<file path="config.mk">
export PLATFORM = sky130hd
export DESIGN_NAME = move_input_flat
export DESIGN_NICKNAME = d
export VERILOG_FILES = /design/src/rtl/move_input_if.sv /design/src/rtl/move_input.sv /design/src/flat_wrapper.sv
export SDC_FILE = /design/constraint.sdc
export NUM_CORES = 1
export LEC_CHECK = 0
export CORE_ASPECT_RATIO = 1.75
export CORE_MARGIN = 4
export CORE_UTILIZATION = 55
export CTS_CLUSTER_DIAMETER = 50
export DETAILED_ROUTE_END_ITERATION = 10
export PLACE_DENSITY = 0.73
export SLEW_MARGIN = 15
export SYNTH_ARGS = -nofsm -noshare
export SYNTH_HDL_FRONTEND = slang
export SYNTH_SLANG_ARGS = --single-unit
</file>
<file path="constraint.sdc">
create_clock -name clk -period 6.85 [get_ports clk]
set_clock_uncertainty 0.05 [all_clocks]
set_input_delay 1.37 -clock clk [delete_from_list [all_inputs] [get_ports clk]]
set_output_delay 1.37 -clock clk [all_outputs]
set_load 0.01 [all_outputs]
</file>
<file path="src/rtl/move_input_if.sv">
// Move-command bus between the button conditioner and the game core.
// Carries the raw buttons in and the debounced levels and handshaked move out.
interface move_input_if;
    logic [3:0] buttons;
    logic       move_ready;
    logic       move_valid;
    logic [1:0] move_dir;
    logic [3:0] pressed;
    logic       multi_press;

    modport master (
        output buttons,
        output move_ready,
        input  move_valid,
        input  move_dir,
        input  pressed,
        input  multi_press
    );

    modport slave (
        input  buttons,
        input  move_ready,
        output move_valid,
        output move_dir,
        output pressed,
        output multi_press
    );
endinterface

</file>
<file path="src/rtl/move_input.sv">
// Synchronises and debounces four active-low buttons, then issues one
// valid/ready move command per clean single-button press.
module move_input #(
    parameter int unsigned DEBOUNCE_CYCLES = 500000,
    parameter int unsigned CNT_W           = 20
) (
    input  logic         clk,
    input  logic         rst,
    move_input_if.slave  bus
);

    localparam int unsigned N_BTN = 4;
    localparam logic [CNT_W-1:0] CNT_MAX = CNT_W'(DEBOUNCE_CYCLES - 1);

    typedef enum logic [1:0] {
        IDLE     = 2'd0,
        PEND     = 2'd1,
        WAIT_REL = 2'd2
    } state_t;

    logic [N_BTN-1:0] sync1;
    logic [N_BTN-1:0] sync2;
    logic [N_BTN-1:0] pressed_q;

    state_t     state_q;
    state_t     state_d;
    logic       valid_q;
    logic       valid_d;
    logic [1:0] dir_q;
    logic [1:0] dir_d;
    logic       multi_q;
    logic       multi_d;
    logic [2:0] n_pressed;
    logic [1:0] first_idx;

    // Two-flop synchroniser; reset value reads as released
    always_ff @(posedge clk or posedge rst) begin
        if (rst) begin
            sync1 <= '1;
            sync2 <= '1;
        end else begin
            sync1 <= bus.buttons;
            sync2 <= sync1;
        end
    end

    // Per-button debounce; held is active-high, so raw==held means the levels disagree
    for (genvar i = 0; i < N_BTN; i++) begin : g_btn
        logic [CNT_W-1:0] cnt;
        logic             held;

        always_ff @(posedge clk or posedge rst) begin
            if (rst) begin
                cnt  <= '0;
                held <= 1'b0;
            end else if (sync2[i] == held) begin
                if (cnt == CNT_MAX) begin
                    held <= ~held;
                    cnt  <= '0;
                end else begin
                    cnt <= cnt + CNT_W'(1);
                end
            end else begin
                cnt <= '0;
            end
        end

        assign pressed_q[i] = held;
    end

    // Count held buttons; with a single one held, first_idx is its index
    always_comb begin
        n_pressed = '0;
        first_idx = '0;
        for (int i = 0; i < N_BTN; i++) begin
            if (pressed_q[i]) begin
                n_pressed = n_pressed + 3'd1;
                first_idx = 2'(i);
            end
        end
    end

    // State and output registers
    always_ff @(posedge clk or posedge rst) begin
        if (rst) begin
            state_q <= IDLE;
            valid_q <= 1'b0;
            dir_q   <= 2'b00;
            multi_q <= 1'b0;
        end else begin
            state_q <= state_d;
            valid_q <= valid_d;
            dir_q   <= dir_d;
            multi_q <= multi_d;
        end
    end

    // Next state; IDLE is only entered with everything released, so any press there is new
    always_comb begin
        state_d = state_q;
        case (state_q)
            IDLE: begin
                if (n_pressed == 3'd1) begin
                    state_d = PEND;
                end else if (n_pressed > 3'd1) begin
                    state_d = WAIT_REL;
                end
            end
            PEND: begin
                if (bus.move_ready) begin
                    state_d = (|pressed_q) ? WAIT_REL : IDLE;
                end
            end
            WAIT_REL: begin
                if (!(|pressed_q)) begin
                    state_d = IDLE;
                end
            end
            default: state_d = IDLE;
        endcase
    end

    // Next values of the registered outputs
    always_comb begin
        valid_d = (state_d == PEND);
        dir_d   = dir_q;
        multi_d = 1'b0;
        if (state_q == IDLE && n_pressed == 3'd1) begin
            dir_d = first_idx;
        end
        if (state_q == IDLE && n_pressed > 3'd1) begin
            multi_d = 1'b1;
        end
    end

    assign bus.move_valid  = valid_q;
    assign bus.move_dir    = dir_q;
    assign bus.pressed     = pressed_q;
    assign bus.multi_press = multi_q;

endmodule

</file>
<file path="src/flat_wrapper.sv">
// flat-port wrapper written by rule: the top's interface ports become plain ports
module move_input_flat 
#(
    parameter int unsigned DEBOUNCE_CYCLES = 500000,
    parameter int unsigned CNT_W           = 20
)
  (clk, rst, bus_buttons, bus_move_ready, bus_move_valid, bus_move_dir, bus_pressed, bus_multi_press);
  move_input_if bus_i ();
  input  logic clk;
  input  logic rst;
  input wire logic [$bits(bus_i.buttons)-1:0] bus_buttons;
  input wire logic [$bits(bus_i.move_ready)-1:0] bus_move_ready;
  output wire logic [$bits(bus_i.move_valid)-1:0] bus_move_valid;
  output wire logic [$bits(bus_i.move_dir)-1:0] bus_move_dir;
  output wire logic [$bits(bus_i.pressed)-1:0] bus_pressed;
  output wire logic [$bits(bus_i.multi_press)-1:0] bus_multi_press;
  assign bus_i.buttons = bus_buttons;
  assign bus_i.move_ready = bus_move_ready;
  assign bus_move_valid = bus_i.move_valid;
  assign bus_move_dir = bus_i.move_dir;
  assign bus_pressed = bus_i.pressed;
  assign bus_multi_press = bus_i.multi_press;
  move_input #(.DEBOUNCE_CYCLES(DEBOUNCE_CYCLES), .CNT_W(CNT_W)) u_core (.clk(clk), .rst(rst), .bus(bus_i));
endmodule
</file>
==> results of run 1 <==
## stage by stage
stage	setup slack [ns]	hold WS [ns]	cell area, sq um	util (%)
after floorplan	2.88	0.295	4790	-
after global placement	3.85	0.297	5030	59.7
after detailed placement	3.81	0.297	5030	59.7
after CTS	3.93	0.308	5300	63.0
after global routing	3.89	0.309	5300	63.0
final	3.96	0.307	5300	63.0
## path summary, 6_finish.rpt
path / startpoint / end / slack (ns) / depth (start not counted)
setup / recovery: u_core.g_btn[3].held / bus_pressed[3] / 3.96 / 1
hold reg to reg: u_core.sync1[0] / u_core.sync2[0] / 0.31 / 0
max in group asynchronous: rst / u_core.state_q[1] / 4.25 / 3
min in group asynchronous: rst / u_core.g_btn[0].cnt[11] / 1.38 / 2
hold / removal: u_core.sync1[0] / u_core.sync2[0] / 0.31 / 0
setup reg to reg: u_core.g_btn[1].held / u_core.bus.move_dir[0] / 4.17 / 8
## layer usage
| metal | wire length (um) | vias up | share of wire, % |
|---|---|---|---|
| li1 | - | 1737 | - |
| met1 | 3830 | 1753 | 43 |
| met2 | 4700 | 46 | 52 |
| met3 | 277 | 11 | 3.1 |
| met4 | 148 | 0 | 1.7 |
| met5 | 0 | - | 0 |
## power by group through the flow
stage	Sequential, mW	Combinational, mW	Clock (mW)
after floorplan	0.605	0.0260	0
after global placement	0.606	0.0369	0
after global routing	0.597	0.0428	0.506
after detailed placement	0.607	0.0384	0
after CTS	0.596	0.0386	0.481
final	0.596	0.0372	0.471
## cell families after synthesis
| group | Yosys count | share of synthesized area (%) |
|---|---|---|
| compound gates | 65 | 8.15 |
| xor+xnor | 56 | 10.2 |
| fa+ha+maj | 7 | 1.83 |
| buf+inv | 41 | 3.63 |
| flops | 98 | 51.4 |
| mux | 3 | 0.627 |
| simple gates | 213 | 24.1 |
## layout by cell type (no fill, tap or decap), types with 2 or more instances in the layout
cell and n:
nor4_1 14, nand4_1 15, ha_1 7, nand2_1 23, nor3_1 12, xor2_1 16
a21o_1 2, and2_1 4, o21ai_1 2, xnor2_1 40, inv_1 26, clkdlybuf4s50_1 14
or2_2 5, nand3_1 25, nor4b_1 6, nand4_2 3, clkbuf_1 3, mux2i_1 3
o21ai_2 2, or4_1 18, and3_1 5, o21ai_0 15, dfrtp_1 90, clkbuf_16 9
dfstp_2 8, or3_1 10, a21oi_1 23, clkbuf_8 2, o31ai_1 16, buf_4 3
nor2_1 64
## worst register-to-register path: stages, from the launching register on
cell	delay (ns)
dfrtp_1	0.47
inv_1	0.07
ha_1	0.33
xor2_1	0.22
ha_1	0.28
or3b_2	0.43
mux2i_1	0.26
o211ai_1	0.26
mux2i_1	0.19
## registers in the layout, summed over array words and instances, names as in the netlist
register and count:
u_core.sync2 4, u_core.bus.multi_press 1, u_core.bus.move_valid 1, u_core.g_btn.held 4, u_core.bus.move_dir 2, u_core.g_btn.cnt 80, u_core.state_q 2, u_core.sync1 4
## area by class of cell
cell class	count	area [sq um]
fill	719	3120
timing repair buffer	17	163
clock inverter	2	12.5
inverter	27	104
tap	115	144
sequential	98	2460
multi-input combinational	344	2150
clock buffer	14	264
==> impl_results.md, run 1 <==
* Async SR Flop Fraction at 100%
* Clk_lat worst skew at 0.34 ns
* Minimum clock period at 2.89 ns
* Top-count cell post-synth: dfrtp_1
* Switching share of power at 21.6%
* Worst-path fanout max at 9
* Core area at 0.00842 sq mm
* WP data arrival at 1.47 ns
* Final std cells w/o fill at 617
* Initial antenna violation count at 0
* Total congestion overflow at 0
* Maxcap violations at 0
* Status: complete, no violations
* Primary FF master, synth: dfrtp_1
* Int Power at 0.866 mW
* Worst hold path type: register to register
* Peak Freq at 0.346 GHz
* Crit path max-delay family: buffers and inverters
* Top cell type's share of synthesized area at 47.0%
* Pin count of the biggest net entering global routing at 57
* Tot Pwr at 1.10 mW
* Crit-path max cell delay at 0.63 ns
* Gr usage total at 18.8%
* Max clock buf depth at 2
* Slowest-stage cell, CP: clkdlybuf4s50_1
* Largest area contributor in the netlist: dfrtp_1
* Setup TNS at 0 ns
* CP required at 5.43 ns
* Ant. Diodes at 0
* Die Y at 131 um
* CP Cell Sequence: clkdlybuf4s50_1
* Leakage at 2.09 nW
* Tcrit/Tclk final at 42.2%
* Fin. max-slew vios at 0
* Syn-to-layout area delta at 10.7%
* Net load switching power at 0.239 mW
* Kind of critical path: register to output pin
* Unique masters post-synth at 43
* RD Place Congestion at 0.807
* Met1 Resource Use GR at 22.8%
* GRT Max-Usage Layer: met2
* Synthesized cell area at 0.00479 sq mm
* CTS sink cnt at 98
* Via density at 5.75
* Number of port buffers at 14
* Die X at 78.5 um
* Post-synthesis sequential area ratio at 51.4%
* WL/cell at 14.5 um
* EDFF count, synth at 0
* DR iter-0 viols at 190
* Synthesized flop and latch total at 98
* Root Buffer: clkbuf_16
* # IOs at 15
* DP Wirelength at 6110 um
* M3 GR Usage at 5.00%
* Vias at 3547
* Residual DRC at 0
* Least-Margin Pin Slew at 0.813 ns
* CTS buffer count at 9
* Peak supply drop at 0.000203 V
* Power density cells at 208 mW/mm^2
* Setup violators final at 0
* Sequential power share at 54.0%
* Drt first pass iters at 4
* H-tree levels at 3
* Final hold vios at 0
* Net Count, Synth at 497
* Comb pwr share at 3.4%
* TritonCTS clock tree: yes
* Commonest cells post-synth: dfrtp_1, nor2_1, xnor2_1
* PostCTS Resize Cnt at 0
* RSZ-0062 raised after global routing: false
* Die Area at 0.0103 sq mm
* Cells after DPL at 601
* Startpoint Class: register
* Yosys warns at 0
* Area contributors post-synth: dfrtp_1, xnor2_1, nor2_1
* Clock slew at reported path FFs at 0.06 ns
* Slew headroom at 45.8%
* Final nets at 511
* Hold_buf cts at 0
* Syn avg cell area at 9.92 sq um
* Clock power share at 42.7%
* Row cnt at 44
* Post-CTS setup buffers at 0
* Starting Density at 56.9%
* ANT nets after route at 0
* Share of layout cells above drive strength 1 at 7.77%
* First-pass GRT wire length at 15700 um
* CP Capture Type: output pin
* Post-synthesis cell count at 483
* Met2 Track Usage GR at 31.8%
* Vias in the first global route at 3529
* WL final at 8950 um
* CP Buf/Inv Count at 1
Note: power is estimated with default switching activity, not from simulation.
==> inputs of run 2 (changes only) <==
==> constraint.sdc (replaced) <==
create_clock -name clk -period 3 [get_ports clk]
set_clock_uncertainty 0.05 [all_clocks]
set_input_delay 0.6 -clock clk [delete_from_list [all_inputs] [get_ports clk]]
set_output_delay 0.6 -clock clk [all_outputs]
set_load 0.01 [all_outputs]
==> run 2 against run 1 <==
Against the previous run:
- utilization rose by 1.0 points
- die area did not move
- via count fell by 0.42%
- sequential power rose by 130%
- worst setup slack got worse by 3.6 ns
- wire length rose by 0.46%
- flip-flop and latch count did not move
- hold slack got worse by 0.0011 ns
- critical path depth rose by 7
- total power rose by 140%
==> impl_results.md, run 2 (same netlist as run 1, synthesis figures left out) <==
* Most frequent cells in the layout: dfrtp_1, nor2_1, xnor2_1
* DP Worst Slack at 0.412 ns
* Final hold vios at 0
* Maxcap violations at 0
* Peak Freq at 0.385 GHz
* Share of layout cells above drive strength 1 at 8.30%
* Worst hold path type: register to register
* Setup violators final at 0
* Die X at 78.5 um
* Starting Density at 56.9%
* Ant. Diodes at 0
* Die Y at 131 um
* CTS sink cnt at 98
* Startpoint Class: register
* Post-CTS setup buffers at 0
* Final Util at 64.0%
* Hold_buf cts at 0
* Via density at 5.69
* WP data arrival at 2.76 ns
* Tot Pwr at 2.65 mW
* DR iter-0 viols at 175
* CTS buffer count at 9
* Status: complete, no violations
* ANT nets after route at 0
* Peak supply drop at 0.000359 V
* Sequential power share at 51.4%
* Worst-path fanout max at 6
* Clock slew at reported path FFs at 0.06 ns
* WL final at 8990 um
* Minimum clock period at 2.60 ns
* WL/cell at 14.5 um
* RSZ-0062 raised after global routing: false
* Leakage at 2.12 nW
* CP Capture Type: register
* Switching share of power at 20.5%
* Total congestion overflow at 0
* Net load switching power at 0.543 mW
* RD Place Congestion at 0.779
* Initial antenna violation count at 0
* Setup slack after layout at 0.400 ns
* Core area at 0.00842 sq mm
* Least-Margin Pin Slew at 0.862 ns
* TritonCTS clock tree: yes
* Min Hold Slack at 0.306 ns
* Fin. max-slew vios at 0
* Vias at 3532
* # IOs at 15
* Residual DRC at 0
* PostCTS Resize Cnt at 0
* Number of fill cells in the layout at 680
* Syn-to-layout area delta at 12.5%
* Tcrit/Tclk final at 86.7%
* Clk_lat worst skew at 0.34 ns
* CP required at 3.16 ns
* Die Area at 0.0103 sq mm
* Gr usage total at 18.6%
* Setup TNS at 0 ns
* Reg area at 0.00246 sq mm
* Clock power share at 45.2%
* First-pass GRT wire length at 15500 um
* Int Power at 2.11 mW
* H-tree levels at 3
* Final nets at 515
* Max FFs per register at 80
* Pin count of the biggest net entering global routing at 39
* Vias in the first global route at 3484
* Reg with most FFs: u_core.g_btn.cnt
* Slew headroom at 41.1%
* Kind of critical path: register to register
* Most common cell after layout, fill and taps aside: dfrtp_1
* Number of port buffers at 14
* DP Wirelength at 6280 um
* Root Buffer: clkbuf_16
* Max clock buf depth at 2
* Row cnt at 44
* Comb pwr share at 3.4%
* Power density cells at 492 mW/mm^2
* Drt first pass iters at 4
* Multi-input gate area at 0.00215 sq mm
==> run 2: worst max-delay path, cell delays in order, from the launching register on <==
cell and delay, ns:
dfrtp_1 0.43, inv_1 0.07, ha_1 0.32, xor2_1 0.23, ha_1 0.28, or3b_2 0.43
mux2i_1 0.25, o211ai_1 0.23, mux2i_1 0.18
==> run 2: power by group through the flow <==
| stage | clock network (mW) | registers (mW) | logic, mW |
|---|---|---|---|
| floorplan | 0 | 1.38 | 0.0597 |
| global placement | 0 | 1.38 | 0.0919 |
| detailed placement | 0 | 1.39 | 0.0935 |
| CTS | 1.22 | 1.36 | 0.0951 |
| global route | 1.27 | 1.36 | 0.105 |
| finish | 1.20 | 1.36 | 0.0909 |
==> run 2: routing by layer <==
metal | vias up | global-route usage (%) | wire length [um]
met3 | 16 | 2.60 | 153
met2 | 39 | 32.5 | 4870
met4 | 0 | 9.82 | 231
met1 | 1733 | 21.6 | 3740
met5 | - | 0 | 0
li1 | 1744 | - | -
==> run 2: cell type report <==
cell class / instances / share of cell area (%)
Clock buffer: 13 / 4.46
Clock inverter: 3 / 1.21
Timing Repair Buffer: 21 / 4.04
Sequential cell: 98 / 45.7
Inverter: 27 / 1.95
Multi-Input combinational cell: 344 / 40.0
Tap cell: 115 / 2.67
==> run 2: path summary, 6_finish.rpt <==
kind | from | end | slack, ns | depth (start not counted)
max | u_core.g_btn[1].held | u_core.bus.move_dir[0] | 0.40 | 8
min | u_core.sync1[3] | u_core.sync2[3] | 0.31 | 0
max reg2reg | u_core.g_btn[1].held | u_core.bus.move_dir[0] | 0.40 | 8
min reg2reg | u_core.sync1[3] | u_core.sync2[3] | 0.31 | 0
max in group asynchronous | rst | u_core.sync2[3] | 1.65 | 3
min in group asynchronous | rst | u_core.g_btn[0].cnt[7] | 0.62 | 2
==> run 2: through the flow <==
step                      cells  instance area [sq um]
after floorplan             483                   4790
after global placement      605                   5080
after detailed placement    605                   5080
after CTS                   621                   5390
after global routing        621                   5390
final                       621                   5390
